### src/rtl/hdmi_packet_scheduler.sv
// Chooses the packet carried in each HDMI data-island slot (ACR > audio > aux > null) and
// holds its header/body stable for the slot. Optional macro: HDMI_AUDIO_CHANNEL_STATUS_EN.
module hdmi_packet_scheduler #(
  parameter logic [19:0] ACR_N      = 20'd6144,
  parameter int          FIFO_DEPTH = 8,
  parameter logic [39:0] CS_WORD    = 40'h0
) (
  input  logic                          clk_pixel,
  input  logic                          reset_n,
  input  logic                          packet_load,
  input  logic                          audio_valid,
  output logic                          audio_ready,
  input  logic [23:0]                   audio_left,
  input  logic [23:0]                   audio_right,
  input  logic                          acr_req,
  input  logic [19:0]                   acr_cts,
  input  logic                          aux_req,
  input  logic [23:0]                   aux_header,
  input  logic [223:0]                  aux_sub,
  output logic [23:0]                   header,
  output logic [223:0]                  sub,
  output logic [1:0]                    packet_type,
  output logic [$clog2(FIFO_DEPTH):0]   fifo_level
);

  localparam int AW = $clog2(FIFO_DEPTH);
  localparam int LW = AW + 1;

  typedef enum logic [1:0] {PKT_NULL = 2'd0, PKT_AUDIO = 2'd1, PKT_ACR = 2'd2, PKT_AUX = 2'd3} pkt_t;

  logic [23:0]   left_mem  [FIFO_DEPTH];
  logic [23:0]   right_mem [FIFO_DEPTH];
  logic [AW-1:0] wr_ptr, rd_ptr;
  logic [LW-1:0] level;
  logic          acr_pend, aux_pend;
  logic [19:0]   cts_q;
  logic [23:0]   aux_header_q;
  logic [223:0]  aux_sub_q;
  logic [7:0]    frame;
  pkt_t          pkt_q, sel;
  logic          push, pop;
  logic [2:0]    n_pop, n_eff;
  logic [3:0]    present, b_bits;
  logic [223:0]  audio_sub;
  logic [55:0]   acr_sp;

  // Frame index addition modulo the 192-frame IEC 60958 block.
  function automatic logic [7:0] frame_add(input logic [7:0] f, input logic [2:0] d);
    logic [8:0] s;
    s = {1'b0, f} + {6'b0, d};
    if (s >= 9'd192) s = s - 9'd192;
    return s[7:0];
  endfunction

  assign audio_ready = (level != LW'(FIFO_DEPTH));
  assign push        = audio_valid && audio_ready;
  assign fifo_level  = level;
  assign packet_type = pkt_q;

  always_comb begin
    n_pop = (level >= LW'(4)) ? 3'd4 : 3'(level);
    if (acr_pend)            sel = PKT_ACR;
    else if (level != '0)    sel = PKT_AUDIO;
    else if (aux_pend)       sel = PKT_AUX;
    else                     sel = PKT_NULL;
    pop   = packet_load && (sel == PKT_AUDIO);
    n_eff = pop ? n_pop : 3'd0;
  end

  // One slot per subpacket: sample k of this packet is the k-th oldest in the FIFO.
  for (genvar k = 0; k < 4; k++) begin : g_slot
    logic [AW-1:0] idx;
    logic [7:0]    f;
    logic [23:0]   l, r;
    logic          c, used;
    assign idx  = rd_ptr + AW'(k);
    assign f    = frame_add(frame, 3'(k));
    assign l    = left_mem[idx];
    assign r    = right_mem[idx];
    assign used = (3'(k) < n_pop);
`ifdef HDMI_AUDIO_CHANNEL_STATUS_EN
    localparam logic [63:0] CS_EXT = {24'b0, CS_WORD};
    assign c = (f < 8'd40) ? CS_EXT[f[5:0]] : 1'b0;
`else
    assign c = 1'b0;
`endif
    assign audio_sub[56*k +: 56] = used ? {^{r, c}, c, 2'b00, ^{l, c}, c, 2'b00, r, l} : 56'd0;
    assign present[k] = used;
    assign b_bits[k]  = used && (f == 8'd0);
  end

`ifndef HDMI_AUDIO_CHANNEL_STATUS_EN
  logic unused_cs;
  assign unused_cs = ^CS_WORD;
`endif

  assign acr_sp = {ACR_N[7:0], ACR_N[15:8], 4'h0, ACR_N[19:16],
                   cts_q[7:0], cts_q[15:8], 4'h0, cts_q[19:16], 8'h00};

  // NOTE: sample storage has no reset; entries are only ever read below the fill level.
  always_ff @(posedge clk_pixel) begin
    if (push) begin
      left_mem[wr_ptr]  <= audio_left;
      right_mem[wr_ptr] <= audio_right;
    end
  end

  always_ff @(posedge clk_pixel or negedge reset_n) begin
    if (!reset_n) begin
      wr_ptr       <= '0;
      rd_ptr       <= '0;
      level        <= '0;
      frame        <= '0;
      acr_pend     <= 1'b0;
      aux_pend     <= 1'b0;
      cts_q        <= '0;
      aux_header_q <= '0;
      aux_sub_q    <= '0;
      pkt_q        <= PKT_NULL;
      header       <= '0;
      sub          <= '0;
    end else begin
      if (push) wr_ptr <= wr_ptr + AW'(1);
      rd_ptr <= rd_ptr + AW'(n_eff);
      level  <= level + LW'(push) - LW'(n_eff);
      frame  <= frame_add(frame, n_eff);

      // A new request outranks the clear from a simultaneous load.
      if (acr_req) begin
        acr_pend <= 1'b1;
        cts_q    <= acr_cts;
      end else if (packet_load && sel == PKT_ACR) begin
        acr_pend <= 1'b0;
      end

      if (aux_req) begin
        aux_pend     <= 1'b1;
        aux_header_q <= aux_header;
        aux_sub_q    <= aux_sub;
      end else if (packet_load && sel == PKT_AUX) begin
        aux_pend <= 1'b0;
      end

      if (packet_load) begin
        pkt_q <= sel;
        case (sel)
          PKT_ACR: begin
            header <= 24'h000001;
            sub    <= {4{acr_sp}};
          end
          PKT_AUDIO: begin
            header <= {b_bits, 4'h0, 4'h0, present, 8'h02};
            sub    <= audio_sub;
          end
          PKT_AUX: begin
            header <= aux_header_q;
            sub    <= aux_sub_q;
          end
          default: begin
            header <= '0;
            sub    <= '0;
          end
        endcase
      end
    end
  end

endmodule

### config.mk
export PLATFORM = sky130hd
export DESIGN_NAME = hdmi_packet_scheduler
export DESIGN_NICKNAME = d
export VERILOG_FILES = /design/src/rtl/hdmi_packet_scheduler.sv
export SDC_FILE = /design/constraint.sdc
export NUM_CORES = 2
export LEC_CHECK = 0
export BUFFER_PORTS_ARGS = -buffer_cell sky130_fd_sc_hd__buf_2
export CAP_MARGIN = 15
export CORE_MARGIN = 2
export CORE_UTILIZATION = 45
export DETAILED_ROUTE_END_ITERATION = 8
export PLACE_DENSITY = 0.7
export SYNTH_ARGS = -nofsm -noshare
export SYNTH_HDL_FRONTEND = slang
export SYNTH_SLANG_ARGS = --single-unit
### constraint.sdc
create_clock -name clk_pixel -period 5.9 [get_ports clk_pixel]
set_clock_uncertainty 0.05 [all_clocks]
set_input_delay 0.295 -clock clk_pixel [delete_from_list [all_inputs] [get_ports clk_pixel]]
set_output_delay 0.295 -clock clk_pixel [all_outputs]
set_load 0.01 [all_outputs]
# [Word level (Yosys, flattened, before mapping)]
# Memories as Yosys holds them, arrays and structs flattened.
# Cells that the tools add are included.
[classes] addsub=16 n_eq_ne=4 n_lt_le_gt_ge=10 n_mux=22 reduce_logical=23
[op_table] operator="$pmux W224 S3" count=1
[op_table] operator="$mux W56" count=4
[op_table] operator="$reduce_xor A25 Y1" count=8
[op_table] operator="$pmux W24 S3" count=1
[op_table] operator="$mux W8" count=5
[op_table] operator="$sub A8 B8 Y8 const B" count=5
[op_table] operator="$ge A9 B8 Y1 const B" count=4
[op_table] operator="$logic_not A8 Y1" count=4
[op_table] operator="$add A8 B2 Y9 const B" count=2
[op_table] operator="$add A8 B1 Y9 const B" count=1
[op_table] operator="$add A8 B3 Y9" count=1
[op_table] operator="$ge A8 B8 Y1 const B" count=1
[op_table] operator="$logic_and A1 B1 Y1" count=8
[op_table] operator="$add A3 B1 Y3 const B" count=2
[op_table] operator="$add A3 B2 Y3 const B" count=2
[op_table] operator="$lt A1 B3 Y1 const A" count=2
[op_table] operator="$lt A2 B3 Y1 const A" count=2
[op_table] operator="$mux W1" count=6
[op_table] operator="$mux W2" count=3
[op_table] operator="$mux W3" count=2
[op_table] operator="$add A4 B1 Y4" count=1
[op_table] operator="$eq A2 B2 Y1 const B" count=2
[op_table] operator="$ge A4 B3 Y1 const B" count=1
[op_table] operator="$ne A4 B4 Y1 const B" count=1
[op_table] operator="5 further kinds" count=6
[totals] in_bits=322 ramBits=384 output_inout_bits=255 n_memories=2 ff_bits=538 elab_cells=89
[mem_list] name="left_mem" depth=8 word_bits=24 rd=4 rd_clocked_by_memory_dff=0 write_ports=1 line="31" text="logic [23:0] left_mem [FIFO_DEPTH];"
[mem_list] name="right_mem" depth=8 word_bits=24 rd=4 rd_clocked_by_memory_dff=0 write_ports=1 line="32" text="logic [23:0] right_mem [FIFO_DEPTH];"

# [Depth between registers and ports, before layout]
[logic_depth] word_depth=9 depth_mapped=19 depth_no_buf=14

# [Least setup slack after synthesis]
# No wires, ideal clock.
[synth_timing] path_type="register to register" from="register level[1], in the netlist fifo_level[1]" to="memory left_mem[0][0], enable pin" period_less_slack_ns=5.034 setup_slack_ns=0.866 setup_time_ns=0.513 stages_incl_launch_ff=6 n_path_buf=0 required_time_ns=5.337 arrival_time_ns=4.471 cell_sequence="dfrtp_1 nor2_1 nand3b_1 nand2_1 or2_2 nor3_1"
[synth_between] elab_chain_cells=4
[synth_lines] item="start, declared" line="34" text="logic [LW-1:0] level;"
[synth_lines] item="start signal, assigned" line="125" text="level <= level + LW'(push) - LW'(n_eff);"
[synth_lines] item="$ne A4 B4 Y1" line="55" text="assign audio_ready = (level != LW'(FIFO_DEPTH));"
[synth_lines] item="net audio_ready" line="12" text="output logic audio_ready,"
[synth_lines] item="$logic_and A1 B1 Y1" line="56" text="assign push = audio_valid && audio_ready;"
[synth_lines] item="$mux W1" line="102" text="if (push) begin"
[synth_lines] item="$mux W1 (implied by the code)" line="103" text="left_mem[wr_ptr] <= audio_left;"
[synth_lines] item="end, declared" line="31"
# The timed path passes the listed nets, and every way through them passes these cells.

# [Worst setup path in the final report]
[layout_timing] from="register rd_ptr[0]" to="register sub[223]"
[layout_between] elab_chain_cells=5
[layout_lines] item="start, declared" line="33" text="logic [AW-1:0] wr_ptr, rd_ptr;"
[layout_lines] item="start signal, assigned" line="124" text="rd_ptr <= rd_ptr + AW'(n_eff);"
[layout_lines] item="$add A3 B2 Y3" line="76" text="assign idx = rd_ptr + AW'(k);"
[layout_lines] item="$mem_v2 Z8 W24"
[layout_lines] item="$reduce_xor A25 Y1" line="87" text="assign audio_sub[56*k +: 56] = used ? {^{r, c}, c, 2'b00, ^{l, c}, c, 2'b00, r, l} : 56'd0;"
[layout_lines] item="$mux W56" line="87"
[layout_lines] item="$pmux W224 S3" line="146" text="case (sel)"
[layout_lines] item="end signal, assigned" line="149" text="sub <= {4{acr_sp}};"
[layout_lines] item="end signal, assigned" line="153" text="sub <= audio_sub;"
[layout_lines] item="end signal, assigned" line="157" text="sub <= aux_sub_q;"
[layout_lines] item="end, declared" line="21" text="output logic [223:0] sub,"
# Every way passes these cells.
# A chain may end at the register's enable or synchronous reset.

==> results by group <==
Die
  – Initial standard-cell utilization of the core: 0.455
  – Number of top-level pins: 577
  – Die Width: 320 um
  – Die extent in y: 320 um
  – Floorplan core area: 98600 um2
  – Full die area: 102000 um2
  – Number of rows created at floorplan: 115

Finish
  – Leading cell type in the layout, fill and taps excluded: sky130_fd_sc_hd__buf_2
  – Layout-stage area growth over the synthesis result: 23.1%
  – Sequential standard cell area: 25000 um2
  – Net total in the final layout: 4273
  – Fraction of final layout cells with drive strength greater than 1: 0.311
  – Highest-count cells in the layout ignoring fill and taps: sky130_fd_sc_hd__buf_2, sky130_fd_sc_hd__dfrtp_1, sky130_fd_sc_hd__mux2i_1
  – Final non-filler cell area: 55300 um2
  – Area taken by multi-input logic gates: 18600 um2
  – Total of fill cells in the finished design: 7798

Detailed routing
  – Final ANT Viol Nets: 0
  – Routed len/inst: 28.6 um
  – Via count of the routed design: 32100
  – Number of DRC markers in iteration 0: 3742
  – Detailed-route DRC error count: 0
  – Mean number of vias per cell: 6.06
  – Routed wire length: 152 mm
  – DRT Pass-1 Iters: 5

Worst setup path
  – Cell chain of the critical path: buf_4 -> mux2i_1 -> mux4_2 -> xnor2_1 -> xnor2_1 -> xnor3_1 -> xnor3_1 -> o21ai_1 -> a22o_1
  – Element type at the critical path end: flip-flop
  – Peak fanout along the critical path: 74
  – Cell with the largest stage delay on the worst path: sky130_fd_sc_hd__buf_4
  – Crit path DAT: 4610 ps
  – Class of the most critical setup path: flip-flop to flip-flop
  – Required time of the critical path: 6450 ps
  – Number of buffer and inverter stages on the critical path: 1
  – Slowest cell delay on critical path: 910 ps
  – Top Family by Delay on Critical Path: XOR/XNOR gates
  – Launching element type of the critical path: flip-flop

STA
  – Clock period minus worst slack: 4050 ps
  – Setup total negative slack: 0 ps
  – Transition at the pin with the smallest max-transition slack: 1200 ps
  – Setup repair after global routing missed its margin: false
  – Final hold slack: 49.6 ps
  – Setup-violating endpoint count in the final report: 0
  – Ratio of final minimum period to clock period: 0.687
  – Pins Over Slew Limit: 0
  – Hold Vio Cnt, Final: 0
  – Rel. slew slack: 0.198
  – Fmax: 0.247 GHz

Clock network
  – Number of sinks driven by the clock tree: 922
  – Clock Root Buffer: sky130_fd_sc_hd__clkbuf_16
  – Resized Gates After CTS: 0
  – Clock latency on the worst-skew pair: 690 ps
  – Hold bufs inserted after CTS: 318
  – Clock tree from TritonCTS: built
  – Total setup buffers inserted after CTS: 0
  – H-tree levels: 3
  – Clock-pin slew on the worst setup and hold paths: 60 ps
  – Total CTS buffers: 95
  – Maximum count of clock buffers along a single path: 3

Synthesis
  – Portion of netlist area occupied by mux cells: 0.248
  – Number of cells produced by synthesis: 3127
  – Post-Synth Adder-Cell Area: 0.00680
  – Async set-or-reset flop fraction in the synthesized netlist: 0.584
  – Xor-xnor portion of the synthesized cell area: 0.0414
  – Post-synthesis sequential element count: 922
  – Main combinational cell family by area after synthesis: multiplexers
  – Post-synthesis sequential area ratio: 0.557
  – Post-synth EDFFs: 384
  – Synthesized Nets: 3472
  – Post-synthesis share of cell area spent on and, or, nand and nor gates: 0.0307
  – Syn avg cell area: 14.4 um2
  – Complex-gate fraction of the synthesized area: 0.0849
  – Most used flip-flop cell after synthesis: sky130_fd_sc_hd__dfrtp_1
  – Synth Warn #: 0
  – Total standard cell area after synthesis: 44900 um2
  – Number of library cell types mapped by synthesis: 55

GRT
  – Aggregate global routing overflow: 0
  – Total GRT Usage: 0.292
  – Antenna violations before repair: 25
  – Via count of the first global-routing pass: 31700
  – First-pass GRT wire length: 220 mm
  – Largest net degree at the start of global routing: 162

Pwr
  – Power density of the placed cells: 620 nW/um2
  – Leakage power summed over all cells: 0.0226 uW
  – Peak supply drop: 736 uV
  – Total power: 34200 uW

Placement
  – Post-detailed-placement half-perimeter wirelength: 106 mm
  – Buffers added on ports: 576
  – Placer congestion estimate: 0.917
  – Post-DP Area: 48700 um2

Flow run
  – Max-cap viol count: 0

Outcome
  – Run status: finished, final reports clean

Hold path
  – Type of the worst min-delay path: input pin to flip-flop
==> worst min-delay path: cells and delay by family <==
kind            cells  cell delay (ps)
buf+inv             1              230
compound gates      1               70
simple gates        1              100
==> cell families (layout without fill, tap and decap cells) <==
| family | after synthesis | after routing |
|---|---|---|
| AOI/OAI and AO/OA | 508 | 508 |
| DFF | 922 | 922 |
| other | 0 | 8 |
| xor gates and xnor gates | 201 | 201 |
| muxes | 845 | 845 |
| and+or+nand+nor | 342 | 342 |
| adders and majority gates | 24 | 24 |
| buffers and inverters | 285 | 1169 |
==> cells in the mapped netlist (all sizes together) (28+ instances only) <==
cell | count | share of area
dfrtp | 538 | 0.30
mux2i | 391 | 0.087
edfxtp | 384 | 0.26
mux2 | 269 | 0.068
o2bb2ai | 205 | 0.040
nor2 | 194 | 0.016
mux4 | 185 | 0.093
xnor2 | 170 | 0.033
clkbuf | 151 | 0.013
a21oi | 131 | 0.015
nand2 | 106 | 0.0089
buf | 85 | 0.015
a221oi | 50 | 0.0098
inv | 48 | 0.0040
o21ai | 35 | 0.0039
o221ai | 28 | 0.0055
==> where the power goes <==
part	total, uW	internal [uW]	leakage [uW]	switching (uW)
Clock	6380	3740	0.00164	2640
Sequential	8700	7890	0.0101	806
Combinational	19200	8700	0.0108	10500
Total	34200	20300	0.0226	13900
==> metrics by stage <==
step                       util  setup WS [ps]  std cells
after global placement    0.494           1990       4800
after global routing      0.561           1730       5303
after CTS                 0.560           1910       5298
after detailed placement  0.494           1980       4800
after floorplan               -            866       3127
final                     0.561           1850       5306
==> final timing paths <==
path                                       to  slack [ps]      start  cells past startpoint
min in group asynchronous             sub[25]         190    reset_n                      2
max in group asynchronous           rd_ptr[2]        4110    reset_n                      3
worst max register to register       sub[223]        1850  rd_ptr[0]                      9
worst max-delay path                 sub[223]        1850  rd_ptr[0]                      9
worst min-delay path            aux_sub_q[22]          50    aux_req                      3
worst min register to register       sub[180]         430   sub[180]                      1
==> registers in the layout, indices dropped and copies added, names as in the netlist <==
name	cells
acr_pend	1
aux_header_q	24
aux_pend	1
aux_sub_q	224
cts_q	20
fifo_level	4
frame	8
header	24
left_mem	192
packet_type	2
rd_ptr	3
right_mem	192
sub	224
wr_ptr	3
==> per-layer routing <==
| metal | GRT usage | share of wire |
|---|---|---|
| met4 | 0.0948 | 0.034 |
| met3 | 0.0891 | 0.11 |
| met1 | 0.412 | 0.41 |
| met2 | 0.432 | 0.44 |
| met5 | 0 | 0.0011 |
==> final cells by class <==
type	instances	area share
sequential	922	0.453
multi-input combinational	1920	0.336
timing repair buffer	940	0.118
clock buffer	130	0.0502
tap	1287	0.0291
clock inverter	50	0.0100
inverter	49	0.00351
antenna	8	0.000362
(Power assumes the default switching activity.)
